### src/rtl/fde_sequencer.sv
// Fetch/Decode/Execute phase sequencer for the 8051 datapath: one-hot phase strobes,
// ready handshake, run/stop at instruction boundaries, watchdog/illegal-opcode trap, retire counter.
module fde_sequencer #(
    parameter int unsigned EXEC_TIMEOUT = 15,
    parameter int unsigned CNT_W        = 16,
    parameter logic [7:0]  ILLEGAL_OP   = 8'hA5
) (
    input  logic             clock,
    input  logic             reset,
    input  logic             run,
    input  logic             ready,
    input  logic [7:0]       Opcode,
    output logic             Fetch,
    output logic             Decode,
    output logic             Execute,
    output logic             busy,
    output logic             error,
    output logic [1:0]       err_code,
    output logic [CNT_W-1:0] instr_count,
    output logic [2:0]       state
);

    typedef enum logic [2:0] {
        S_IDLE    = 3'd0,
        S_FETCH   = 3'd1,
        S_DECODE  = 3'd2,
        S_EXECUTE = 3'd3,
        S_TRAP    = 3'd4
    } state_e;

    typedef enum logic [1:0] {
        ERR_NONE    = 2'b00,
        ERR_WDOG    = 2'b01,
        ERR_ILLEGAL = 2'b10
    } err_e;

    localparam logic [7:0]       TIMEOUT_C = 8'(EXEC_TIMEOUT);
    localparam logic [CNT_W-1:0] CNT_ONE   = {{(CNT_W-1){1'b0}}, 1'b1};

    state_e           state_q, state_d;
    logic [7:0]       exec_cnt_q, exec_cnt_d;
    err_e             err_code_q, err_code_d;
    logic [CNT_W-1:0] instr_count_q, instr_count_d;
    logic             fetch_q, fetch_d;
    logic             decode_q, decode_d;
    logic             execute_q, execute_d;
    logic             busy_q, busy_d;
    logic             error_q, error_d;

    always_ff @(posedge clock) begin
        if (reset) begin
            state_q       <= S_IDLE;
            exec_cnt_q    <= '0;
            err_code_q    <= ERR_NONE;
            instr_count_q <= '0;
            fetch_q       <= 1'b0;
            decode_q      <= 1'b0;
            execute_q     <= 1'b0;
            busy_q        <= 1'b0;
            error_q       <= 1'b0;
        end else begin
            state_q       <= state_d;
            exec_cnt_q    <= exec_cnt_d;
            err_code_q    <= err_code_d;
            instr_count_q <= instr_count_d;
            fetch_q       <= fetch_d;
            decode_q      <= decode_d;
            execute_q     <= execute_d;
            busy_q        <= busy_d;
            error_q       <= error_d;
        end
    end

    always_comb begin
        state_d       = state_q;
        exec_cnt_d    = exec_cnt_q;
        err_code_d    = err_code_q;
        instr_count_d = instr_count_q;
        unique case (state_q)
            S_IDLE: begin
                if (run) state_d = S_FETCH;
            end
            S_FETCH: begin
                state_d = S_DECODE;
            end
            S_DECODE: begin
                if (Opcode == ILLEGAL_OP) begin
                    state_d    = S_TRAP;
                    err_code_d = ERR_ILLEGAL;
                end else begin
                    state_d    = S_EXECUTE;
                    exec_cnt_d = '0;
                end
            end
            S_EXECUTE: begin
                if (exec_cnt_q != '1) exec_cnt_d = exec_cnt_q + 8'd1;
                // ready in the first execute cycle may be left over from the previous instruction
                if (ready && (exec_cnt_q != '0)) begin
                    instr_count_d = instr_count_q + CNT_ONE;
                    state_d       = run ? S_FETCH : S_IDLE;
                end else if (exec_cnt_q == TIMEOUT_C) begin
                    state_d    = S_TRAP;
                    err_code_d = ERR_WDOG;
                end
            end
            S_TRAP: begin
                state_d = S_TRAP;
            end
            default: begin
                state_d = S_IDLE;
            end
        endcase
    end

    // Outputs are decoded from the next state so the registered copies track state_q exactly.
    always_comb begin
        fetch_d   = (state_d == S_FETCH);
        decode_d  = (state_d == S_DECODE);
        execute_d = (state_d == S_EXECUTE);
        busy_d    = fetch_d | decode_d | execute_d;
        error_d   = (state_d == S_TRAP);
    end

    assign Fetch       = fetch_q;
    assign Decode      = decode_q;
    assign Execute     = execute_q;
    assign busy        = busy_q;
    assign error       = error_q;
    assign err_code    = err_code_q;
    assign instr_count = instr_count_q;
    assign state       = state_q;

endmodule
### config.mk
export PLATFORM = sky130hd
export DESIGN_NAME = fde_sequencer
export DESIGN_NICKNAME = d
export VERILOG_FILES = /design/src/rtl/fde_sequencer.sv
export SDC_FILE = /design/constraint.sdc
export NUM_CORES = 1
export LEC_CHECK = 0
export CORE_UTILIZATION = 53
export CTS_CLUSTER_SIZE = 12
export DETAILED_ROUTE_END_ITERATION = 16
export DONT_BUFFER_PORTS = 1
export MAX_ROUTING_LAYER = met4
export PLACE_DENSITY = 0.71
export SLEW_MARGIN = 5
export SYNTH_ARGS = -nofsm -noshare
export SYNTH_HDL_FRONTEND = slang
export SYNTH_SLANG_ARGS = --single-unit
### constraint.sdc
create_clock -name clock -period 4.6 [get_ports clock]
set_input_delay 1.15 -clock clock [delete_from_list [all_inputs] [get_ports clock]]
set_output_delay 1.15 -clock clock [all_outputs]
set_load 0.005 [all_outputs]
Word level (Yosys, flattened, before mapping)
Index checks and enable logic that the tools add are counted.
Widths: inputs -> output; s select.
{ "totals": {"reg_bits": 34, "output_inout_bits": 26, "word_cells": 49} }
{ "op_classes": {"addsub": 2, "eq_ne": 16, "mux": 13, "n_bitwise": 2, "n_reduce_logical": 7} }
{ "ops": {"columns": ["cell", "n"], "rows": [
  ["$add 16x1->16 const B", 1],
  ["$mux 8", 2],
  ["$pmux 8 s2", 1],
  ["$pmux 3 s5", 1],
  ["$eq 3x2->1 const B", 4],
  ["$mux 3", 4],
  ["$ne 2x2->1 const B", 5],
  ["$add 8x1->8 const B", 1],
  ["$eq 8x4->1 const B", 1],
  ["$eq 8x8->1 const B", 1],
  ["$ne 8x8->1 const B", 1],
  ["$reduce_bool 8->1", 1],
  ["$eq 3x1->1 const B", 2],
  ["$eq 3x3->1 const B", 2],
  ["$mux 2", 3],
  ["$pmux 2 s2", 1],
  ["$reduce_and 4->1", 1],
  ["$logic_not 3->1", 1],
  ["$reduce_and 3->1", 1],
  ["$or 1x1->1", 2],
  ["$reduce_and 2->1", 1],
  ["$reduce_bool 2->1", 1],
  ["$logic_and 1x1->1", 1],
  ["$mux 1", 1]
]} }

Longest topological paths before layout
Gate-level depths: netlist (run 1).
{ "depth": {"ltp_word": 7, "ltp_mapped": 8, "ltp_nobuf": 6} }

Worst setup path after synthesis (run 1)
No wires, ideal clock.
{ "synth_timing": {"path_kind": "input-to-reg", "start": "in Opcode[4]", "end": "reg error_q, in the netlist error", "t_arrival_ns": 2.482, "required_time_ns": 4.505, "setup_slack_ns": 2.023, "stages": 5, "path_buffers": 1, "cell_sequence": "or4bb_1 > nor3_2 > buf_2 > nand2_1 > a221oi_1"} }
{ "synth_via": {"elab_chain_cells": 4} }
{ "synth_lines": {"columns": ["element", "line_no", "text"], "rows": [
  ["start, declared", "12", "input logic [7:0] Opcode,"],
  ["$eq 8x8->1", "87", "if (Opcode == ILLEGAL_OP) begin"],
  ["$mux 3", "87", null],
  ["$pmux 3 s5", "79", "unique case (state_q)"],
  ["$eq 3x3->1", "121", "error_d = (state_d == S_TRAP);"],
  ["end signal, assigned", "70", "error_q <= error_d;"],
  ["end, declared", "48", "logic error_q, error_d;"]
]} }
No other way between the ends.
A chain may end at the register's enable or synchronous reset.

Worst setup path in the final report (run 1)
{ "layout_timing": {"start": "in Opcode[4]", "end": "reg state_q[2], in the netlist state[2]"} }
{ "layout_via": {"elab_chain_cells": 3} }
{ "layout_lines": {"columns": ["element", "line_no", "text"], "rows": [
  ["$eq 8x8->1", "87", null],
  ["$mux 3", "87", null],
  ["$pmux 3 s5", "79", null],
  ["end signal, assigned", "62", "state_q <= state_d;"],
  ["end, declared", "40", "state_e state_q, state_d;"]
]} }
No other way between the ends.

==> summary.log, run 1 <==
qor: worst_setup_path.path_cells or4bb_1 > nor3_2 > nand2_1 > a221oi_1
qor: clock_tree.cts_tree done
qor: place.io_buffer_count 0
qor: finish.antenna-diode-count 0
qor: worst_setup_path.worstPathRequired 4.84 ns
qor: worst_setup_path.path_max_fanout 13
qor: synthesis.netlist_top_cells_count sky130_fd_sc_hd__dfxtp_1, sky130_fd_sc_hd__a21oi_1, sky130_fd_sc_hd__o31ai_1, sky130_fd_sc_hd__or4_1, sky130_fd_sc_hd__nand2_1
qor: synthesis.async_reset_ff_share 0%
qor: clock_tree.cts.sink_count 34
qor: power.peakVddDrop 174 uV
qor: synthesis.share_of_the_synthesized_area_in_the_top_cell_type 39.5%
qor: timing.finalSetupTns 0 ns
qor: clock_tree.clock_insertion_delay_worst_skew 0.34 ns
qor: outcome.run_status completed
qor: synthesis.syn_avg_cell_area 8.87 sq um
qor: place.gp_congestion 0.842
qor: power.post-layout-total-power 0.513 mW
qor: synthesis.net_count_after_synthesis 209
qor: timing.grt_setup_unrepaired no
qor: finish.final_layout_size_suffix_gt1_share 6.81%
qor: synthesis.synth_cells 194
qor: die.core_area 3080 sq um
qor: synthesis.dominantRegCellSynth sky130_fd_sc_hd__dfxtp_1
qor: die.die_width 59.0 microns
qor: synthesis.area_contributors_post_synth sky130_fd_sc_hd__dfxtp_1, sky130_fd_sc_hd__a21oi_1, sky130_fd_sc_hd__o31ai_1
qor: finish.syn_to_final_growth 3.34%
qor: clock_tree.tritoncts.num_buffers 5
qor: synthesis.area_leader_netlist sky130_fd_sc_hd__dfxtp_1
qor: detailed_routing.route.detailed.vias_per_inst 6.53
qor: global_routing.grt_first_pass_wirelength 6.08 mm
qor: detailed_routing.drt_pass1_iterations 5
qor: global_routing.grt_start_max_net_pins 34
qor: clock_tree.post_cts.resized_instances 0
qor: die.total_die_area 3480 sq um
qor: synthesis.synth_cell_type_count 41
qor: worst_setup_path.setup.worst_path.end_class flip-flop
qor: global_routing.grt_use_met3 7.64%
qor: detailed_routing.drt_iter0_markers 116
qor: finish.layout.core_utilization 57.8%
qor: timing.finalClockSkew 0.00491 ns
qor: global_routing.first_global_vias 1403
qor: finish.n_fill_cell 282
qor: global_routing.grt-busiest-layer met2
qor: detailed_routing.wl_per_cell 15.7 microns
qor: power.total_leakage_power 0.544 nW
qor: clock_tree.post_cts_buffers 0
qor: worst_setup_path.critPathMaxStageDelay 0.63 ns
qor: global_routing.track_usage 23.5%
qor: timing.slew_violations 0
qor: die.die_height 59.0 microns
qor: worst_setup_path.cp-start-kind primary input
qor: timing.period_share 57.4%
qor: detailed_routing.num_vias 1535
qor: worst_setup_path.worst_path_max_delay_cell sky130_fd_sc_hd__nor3_2
qor: detailed_routing.finalWirelength 3.68 mm
qor: global_routing.antenna_found_initial 0
qor: job.maxCapViolCount 0
qor: clock_tree.cts-hold-fix-buffers 0
qor: timing.final-hold-violation-count 0
qor: clock_tree.cts_htree_levels 2
qor: power.power_density_relative_to_cell_area 288 nW/um^2
qor: detailed_routing.post-route-drc-count 0
qor: detailed_routing.route.antenna.remaining_nets 0
qor: global_routing.groute.layer.met1.usage 27.0%
qor: synthesis.yosys_register_bits 34
qor: clock_tree.clk_root_buffer_cell sky130_fd_sc_hd__clkbuf_4
qor: timing.min_period 2.64 ns
qor: hold_path.hold_path.class flip-flop to flip-flop
qor: place.post-dp-hpwl 2.59 mm
qor: worst_setup_path.cp_data_arrival_time 2.89 ns
qor: global_routing.grt_util_met2 38.0%
qor: timing.maxClockFrequency 379 MHz
qor: finish.number_of_nets_in_the_finished_design 205
qor: die.initial_utilization 55.9%
qor: worst_setup_path.timing.setup.critical_path_class primary input to flip-flop
qor: synthesis.yosysSeqAreaShare 39.5%
qor: synthesis.synth.cell_area 1720 sq um
qor: synthesis.synthMostInstantiatedCell sky130_fd_sc_hd__dfxtp_1
qor: timing.worst_slew_slack_as_a_fraction_of_its_limit 51.3%
qor: timing.worst_max_slew_pin_slew 0.730 ns
qor: synthesis.synth-edff-count 0
qor: die.total_i_o_pin_count 38
qor: timing.setup_viol 0
qor: synthesis.ys.warnings.count 0
qor: die.fp-row-count 20
qor: clock_tree.maximum_root_to_sink_buffer_count 2
qor: global_routing.grt_ovf 0
qor: clock_tree.path_clk_slew 0.10 ns
## state kept, by name, indices dropped and copies added (netlist names)
signal and count:
exec_cnt_q 8, error 1, Execute 1, Fetch 1
err_code 2, state 3, instr_count 16, busy 1
Decode 1
## report_power, final
part	switching, mW	leakage [nW]	internal (mW)	total (mW)
clock network	0.0986	0.0353	0.0740	0.173
registers	0.00855	0.275	0.300	0.309
logic	0.0198	0.234	0.0121	0.0319
total	0.127	0.544	0.386	0.513
## through the flow
stage / worst slack, ns / cell area (sq um) / hold slack [ns] / cells
floorplan: 2.02 / 1720 / 0.459 / 194
global placement: 1.72 / 1710 / 0.470 / 227
detailed placement: 1.62 / 1710 / 0.476 / 227
CTS: 1.98 / 1770 / 0.490 / 235
global route: 1.85 / 1780 / 0.516 / 235
finish: 1.96 / 1780 / 0.493 / 235
## worst max-delay path, delay by kind of cell
family / cells / cell delay (ns)
simple gates: 3 / 1.42
compound gates: 1 / 0.31
## worst paths after layout
| kind | cells past startpoint | from | slack (ns) | endpoint |
|---|---|---|---|---|
| worst max-delay path | 4 | Opcode[4] | 1.96 | state[2]$_SDFF_PP0_ |
| worst min-delay path | 2 | err_code[0]$_SDFFE_PP0P_ | 0.49 | err_code[0]$_SDFFE_PP0P_ |
| worst max register to register | 4 | state[1]$_SDFF_PP0_ | 2.13 | instr_count[15]$_SDFFE_PP0P_ |
| worst min register to register | 2 | err_code[0]$_SDFFE_PP0P_ | 0.49 | err_code[0]$_SDFFE_PP0P_ |
## kinds of logic (layout without fill, tap and decap cells)
family                     after synthesis  after routing  synth area share [%]
and+or+nand+nor                         78             78                  27.8
AOI/OAI and AO/OA                       57             57                  23.1
DFF                                     34             34                  39.5
buffers and inverters                   18             15                  5.16
adders and majority gates                3              3                  2.18
muxes                                    3              3                  1.74
xor gates and xnor gates                 1              1                 0.509
## cells in the final DEF (no fill, tap or decap), types with 2 or more instances in the layout
cell,count
sky130_fd_sc_hd__ha_1,3
sky130_fd_sc_hd__nand3_1,10
sky130_fd_sc_hd__a221oi_1,2
sky130_fd_sc_hd__o41ai_1,3
sky130_fd_sc_hd__or4bb_1,2
sky130_fd_sc_hd__or4_1,15
sky130_fd_sc_hd__and3_1,3
sky130_fd_sc_hd__nor3_1,2
sky130_fd_sc_hd__dfxtp_1,34
sky130_fd_sc_hd__a21oi_1,23
sky130_fd_sc_hd__nor2_1,8
sky130_fd_sc_hd__nand2b_1,2
sky130_fd_sc_hd__nor4_1,2
sky130_fd_sc_hd__nand2_1,11
sky130_fd_sc_hd__clkbuf_4,5
sky130_fd_sc_hd__nor3_2,2
sky130_fd_sc_hd__inv_1,7
sky130_fd_sc_hd__a2111oi_0,2
sky130_fd_sc_hd__nand4_1,4
sky130_fd_sc_hd__mux2i_1,3
sky130_fd_sc_hd__o31ai_1,15
sky130_fd_sc_hd__or3_1,6
sky130_fd_sc_hd__nand3b_1,3
sky130_fd_sc_hd__or3b_1,2
sky130_fd_sc_hd__o21ai_0,5
## area by class of cell
| class | count | area [sq um] | area share, % |
|---|---|---|---|
| Sequential cell | 34 | 681 | 38.3 |
| Clock inverter | 1 | 5.00 | 0.281 |
| Inverter | 7 | 26.3 | 1.48 |
| Multi-Input combinational cell | 142 | 957 | 53.8 |
| Tap cell | 44 | 55.1 | 3.09 |
| Clock buffer | 7 | 55.1 | 3.09 |
## layer usage
| metal | part of all wire, % | vias to the layer above |
|---|---|---|
| li1 | - | 748 |
| met1 | 44 | 721 |
| met2 | 47 | 57 |
| met3 | 6.9 | 9 |
| met4 | 1.9 | 0 |
| met5 | 0 | - |
(Power assumes the default switching activity.)
==> run 2: changes to the inputs <==
--- a/config.mk
+++ b/config.mk
@@ -5,6 +5,7 @@
 export SDC_FILE = /design/constraint.sdc
 export NUM_CORES = 1
 export LEC_CHECK = 0
+export ABC_AREA = 1
 export CORE_UTILIZATION = 53
 export CTS_CLUSTER_SIZE = 12
 export DETAILED_ROUTE_END_ITERATION = 16
==> constraint.sdc (replaced) <==
create_clock -name clock -period 2.5 [get_ports clock]
set_input_delay 0.625 -clock clock [delete_from_list [all_inputs] [get_ports clock]]
set_output_delay 0.625 -clock clock [all_outputs]
set_load 0.005 [all_outputs]
==> run 2 against run 1 <==
Effect of this change: cell count grew 48%; power grew 110%; register-to-register slack lost 1.4 ns; critical path depth grew 5.
==> summary.log, run 2 <==
qor: job.maxCapViolCount 0 [unchanged]
qor: die.core_area 3390 sq um [+10%]
qor: synthesis.net_count_after_synthesis 315 [+51%]
qor: detailed_routing.wirelength_met1 2.03 mm [+25%]
qor: finish.layout.core_utilization 58.7% [+0.89 points]
qor: timing.min_period 1.79 ns
qor: finish.number_of_flip_flops_under_the_largest_register_name 16 [unchanged]
qor: synthesis.area_contributors_post_synth sky130_fd_sc_hd__dfxtp_1, sky130_fd_sc_hd__nand2_1, sky130_fd_sc_hd__nor2_1
qor: synthesis.synth_cells 300 [+55%]
qor: clock_tree.cts_htree_levels 2 [unchanged]
qor: place.io_buffer_count 0 [unchanged]
qor: hold_path.worstHoldStart reset
qor: timing.slew_violations 0 [unchanged]
qor: place.gp_congestion 0.853 [+1.3%]
qor: synthesis.ys.warnings.count 0 [unchanged]
qor: worst_setup_path.worst_path_max_delay_cell sky130_fd_sc_hd__dfxtp_1
qor: global_routing.antenna_found_initial 0 [unchanged]
qor: synthesis.syn_avg_cell_area 6.36 sq um [-28%]
qor: timing.maxClockFrequency 560 MHz
qor: worst_setup_path.path_cells inv_1 > ha_1 > nand2_1 > nor2_1 > nor2_2 > nand2_2 > inv_2 > o21ai_0 > a21oi_1
qor: synthesis.synth-edff-count 0 [unchanged]
qor: timing.finalSetupTns 0 ns [unchanged]
qor: timing.setup_viol 0 [unchanged]
qor: clock_tree.tritoncts.num_buffers 5 [unchanged]
qor: power.power_density_relative_to_cell_area 542 nW/um^2 [+88%]
qor: detailed_routing.wl_per_cell 11.5 microns [-27%]
qor: timing.period_share 71.4%
qor: die.die_height 62.0 microns [+5.1%]
qor: detailed_routing.met3WireLength 322 microns [+27%]
qor: clock_tree.cts-hold-fix-buffers 0 [unchanged]
qor: synthesis.share_of_the_synthesized_area_in_the_top_cell_type 35.7% [-3.8 points]
qor: clock_tree.clk_root_buffer_cell sky130_fd_sc_hd__clkbuf_4
qor: synthesis.netlist_top_cells_count sky130_fd_sc_hd__nand2_1, sky130_fd_sc_hd__nor2_1, sky130_fd_sc_hd__dfxtp_1
qor: die.total_i_o_pin_count 38 [unchanged]
qor: clock_tree.post_cts_buffers 0 [unchanged]
qor: worst_setup_path.path_max_fanout 20 [+7]
qor: clock_tree.cts_tree done
qor: global_routing.first_global_vias 1460 [+4.1%]
qor: detailed_routing.drt_pass1_iterations 4 [-1]
qor: clock_tree.maximum_root_to_sink_buffer_count 2 [unchanged]
qor: timing.finalClockSkew 0.00816 ns [+0.00325 ns]
qor: worst_setup_path.worstReg2RegEnd instr_count[10]$_SDFFE_PP0P_
qor: clock_tree.cts.sink_count 34 [unchanged]
qor: hold_path.hold_path.class primary input to flip-flop
qor: finish.antenna-diode-count 0 [unchanged]
qor: finish.mostFrequentLayoutCell sky130_fd_sc_hd__nand2_1
qor: outcome.run_status completed
qor: synthesis.synthMostInstantiatedCell sky130_fd_sc_hd__nand2_1
qor: finish.syn_to_final_growth 4.33%
qor: worst_setup_path.critical_path.reg2reg.startpoint exec_cnt_q[0]$_SDFFE_PP0P_
qor: finish.final_layout_size_suffix_gt1_share 5.63% [-1.2 points]
qor: worst_setup_path.worstPathRequired 2.78 ns [-2.06 ns]
qor: worst_setup_path.worstPathBufferInverterCount 2 [+2]
qor: detailed_routing.route.detailed.vias_per_inst 5.14 [-21%]
qor: global_routing.grt_start_max_net_pins 31 [-8.8%]
qor: timing.final-hold-violation-count 0 [unchanged]
qor: synthesis.yosys_register_bits 34 [unchanged]
qor: detailed_routing.routed-wl-met2 1.59 mm [-8.4%]
qor: power.total_leakage_power 0.787 nW [+45%]
qor: detailed_routing.top_signal_layer_used met4
qor: hold_path.min_path_cells 1 [-1]
qor: synthesis.synth.cell_area 1910 sq um [+11%]
qor: die.initial_utilization 56.3% [+0.32 points]
qor: worst_setup_path.cp-start-kind flip-flop
qor: synthesis.async_reset_ff_share 0% [unchanged]
qor: worst_setup_path.timing.reg2reg.worst_path_depth 9 [+5]
qor: detailed_routing.drt_iter0_markers 157 [+35%]
qor: clock_tree.path_clk_slew 0.10 ns [about the same]
qor: finish.number_of_nets_in_the_finished_design 316 [+54%]
qor: synthesis.area_leader_netlist sky130_fd_sc_hd__dfxtp_1
qor: worst_setup_path.rrSetupSlack 0.71 ns [-1.42 ns]
qor: die.fp-row-count 21 [+5.0%]
qor: clock_tree.clock_insertion_delay_worst_skew 0.34 ns [about the same]
qor: detailed_routing.finalWirelength 3.99 mm [+8.3%]
qor: detailed_routing.post-route-drc-count 0 [unchanged]
qor: worst_setup_path.critPathMaxStageDelay 0.38 ns [-0.25 ns]
qor: power.peakVddDrop 303 uV [+74%]
qor: worst_setup_path.cp_data_arrival_time 2.07 ns [-0.82 ns]
qor: timing.grt_setup_unrepaired no
qor: place.post-dp-hpwl 2.88 mm [+11%]
qor: synthesis.dominantRegCellSynth sky130_fd_sc_hd__dfxtp_1
qor: synthesis.synth_cell_type_count 27 [-34%]
qor: timing.worst_max_slew_pin_slew 0.408 ns [-0.322 ns]
qor: finish.top_library_cells_by_usage_in_the_layout_fill_and_taps_aside sky130_fd_sc_hd__nand2_1, sky130_fd_sc_hd__nor2_1, sky130_fd_sc_hd__dfxtp_1
qor: clock_tree.post_cts.resized_instances 0 [unchanged]
qor: synthesis.yosysSeqAreaShare 35.7% [-3.8 points]
qor: detailed_routing.route.antenna.remaining_nets 0 [unchanged]
qor: die.die_width 62.0 microns [+5.1%]
qor: hold_path.hold_path_end Fetch$_SDFF_PP0_
qor: timing.worst_slew_slack_as_a_fraction_of_its_limit 72.7% [+21 points]
qor: die.total_die_area 3840 sq um [+10%]
qor: global_routing.track_usage 24.7% [+1.2 points]
qor: detailed_routing.num_vias 1789 [+17%]
qor: worst_setup_path.setup.worst_path.end_class flip-flop
qor: global_routing.grt_ovf 0 [unchanged]
qor: global_routing.grt_first_pass_wirelength 6.70 mm [+10%]
qor: worst_setup_path.worst_path_dominant_cell_family simple AND/OR/NAND/NOR gates
qor: worst_setup_path.timing.setup.critical_path_class flip-flop to flip-flop
==> run 2: cell count changes in the layout (fill, tap and decap cells not counted), moves of 5 or more <==
cell	change
sky130_fd_sc_hd__xnor2_1	+5
sky130_fd_sc_hd__or3_1	-6
sky130_fd_sc_hd__or4_1	-15
sky130_fd_sc_hd__nand2_1	+94
sky130_fd_sc_hd__inv_1	+21
sky130_fd_sc_hd__o31ai_1	-15
sky130_fd_sc_hd__nor2_1	+39
==> run 2: worst max path at each step <==
stage | start | to | slack [ns] | cells after the start
2_1_floorplan | exec_cnt_q[0]$_SDFFE_PP0P_ | instr_count[11]$_SDFFE_PP0P_ | 1.11 | 10
3_3_place_gp | exec_cnt_q[0]$_SDFFE_PP0P_ | instr_count[10]$_SDFFE_PP0P_ | 0.78 | 9
3_5_place_dp | exec_cnt_q[0]$_SDFFE_PP0P_ | instr_count[10]$_SDFFE_PP0P_ | 0.73 | 9
4_1_cts | exec_cnt_q[0]$_SDFFE_PP0P_ | instr_count[10]$_SDFFE_PP0P_ | 0.70 | 9
5_1_grt | exec_cnt_q[1]$_SDFFE_PP0P_ | instr_count[12]$_SDFFE_PP0P_ | 0.50 | 9
6_report | exec_cnt_q[0]$_SDFFE_PP0P_ | instr_count[10]$_SDFFE_PP0P_ | 0.71 | 9
==> run 2: report_power, final <==
part	leakage (nW)	internal [mW]	switching (mW)
sequential	0.275	0.563	0.0189
clock	0.0446	0.192	0.183
combinational	0.467	0.0398	0.0819
==> run 2: logic make-up (layout without fill, tap and decap cells) <==
| kind of cell | after synthesis | in the layout | synth area share [%] |
|---|---|---|---|
| buf+inv | 36 | 38 | 8.73 |
| xor+xnor | 9 | 9 | 4.13 |
| compound gates | 38 | 38 | 10.6 |
| simple gates | 180 | 180 | 38.8 |
| fa+ha+maj | 3 | 3 | 1.97 |
| flops | 34 | 34 | 35.7 |
==> run 2: area by class of cell <==
class | count | area, sq um
multi-input cells | 230 | 1060
inverters | 30 | 113
well taps | 46 | 57.6
clock buffers | 8 | 78.8
flip-flops and latches | 34 | 681
fillers | 336 | 1400
==> run 2: stage by stage <==
stage          worst slack [ns]  instances  power [mW]  area, sq um  hold WS [ns]
2_1_floorplan              1.11        300       0.698         1910         0.456
3_3_place_gp              0.775        340       0.714         1910         0.476
3_5_place_dp              0.735        340       0.715         1910         0.477
4_1_cts                   0.702        348        1.10         1990         0.326
5_1_grt                   0.497        348        1.14         1990         0.315
6_report                  0.714        348        1.08         1990         0.343
==> run 2: metal layers <==
layer	track usage (%)	vias to the layer above
li1	-	948
met1	36.2	780
met2	31.9	57
met3	7.87	4
met4	6.67	0
met5	-	-
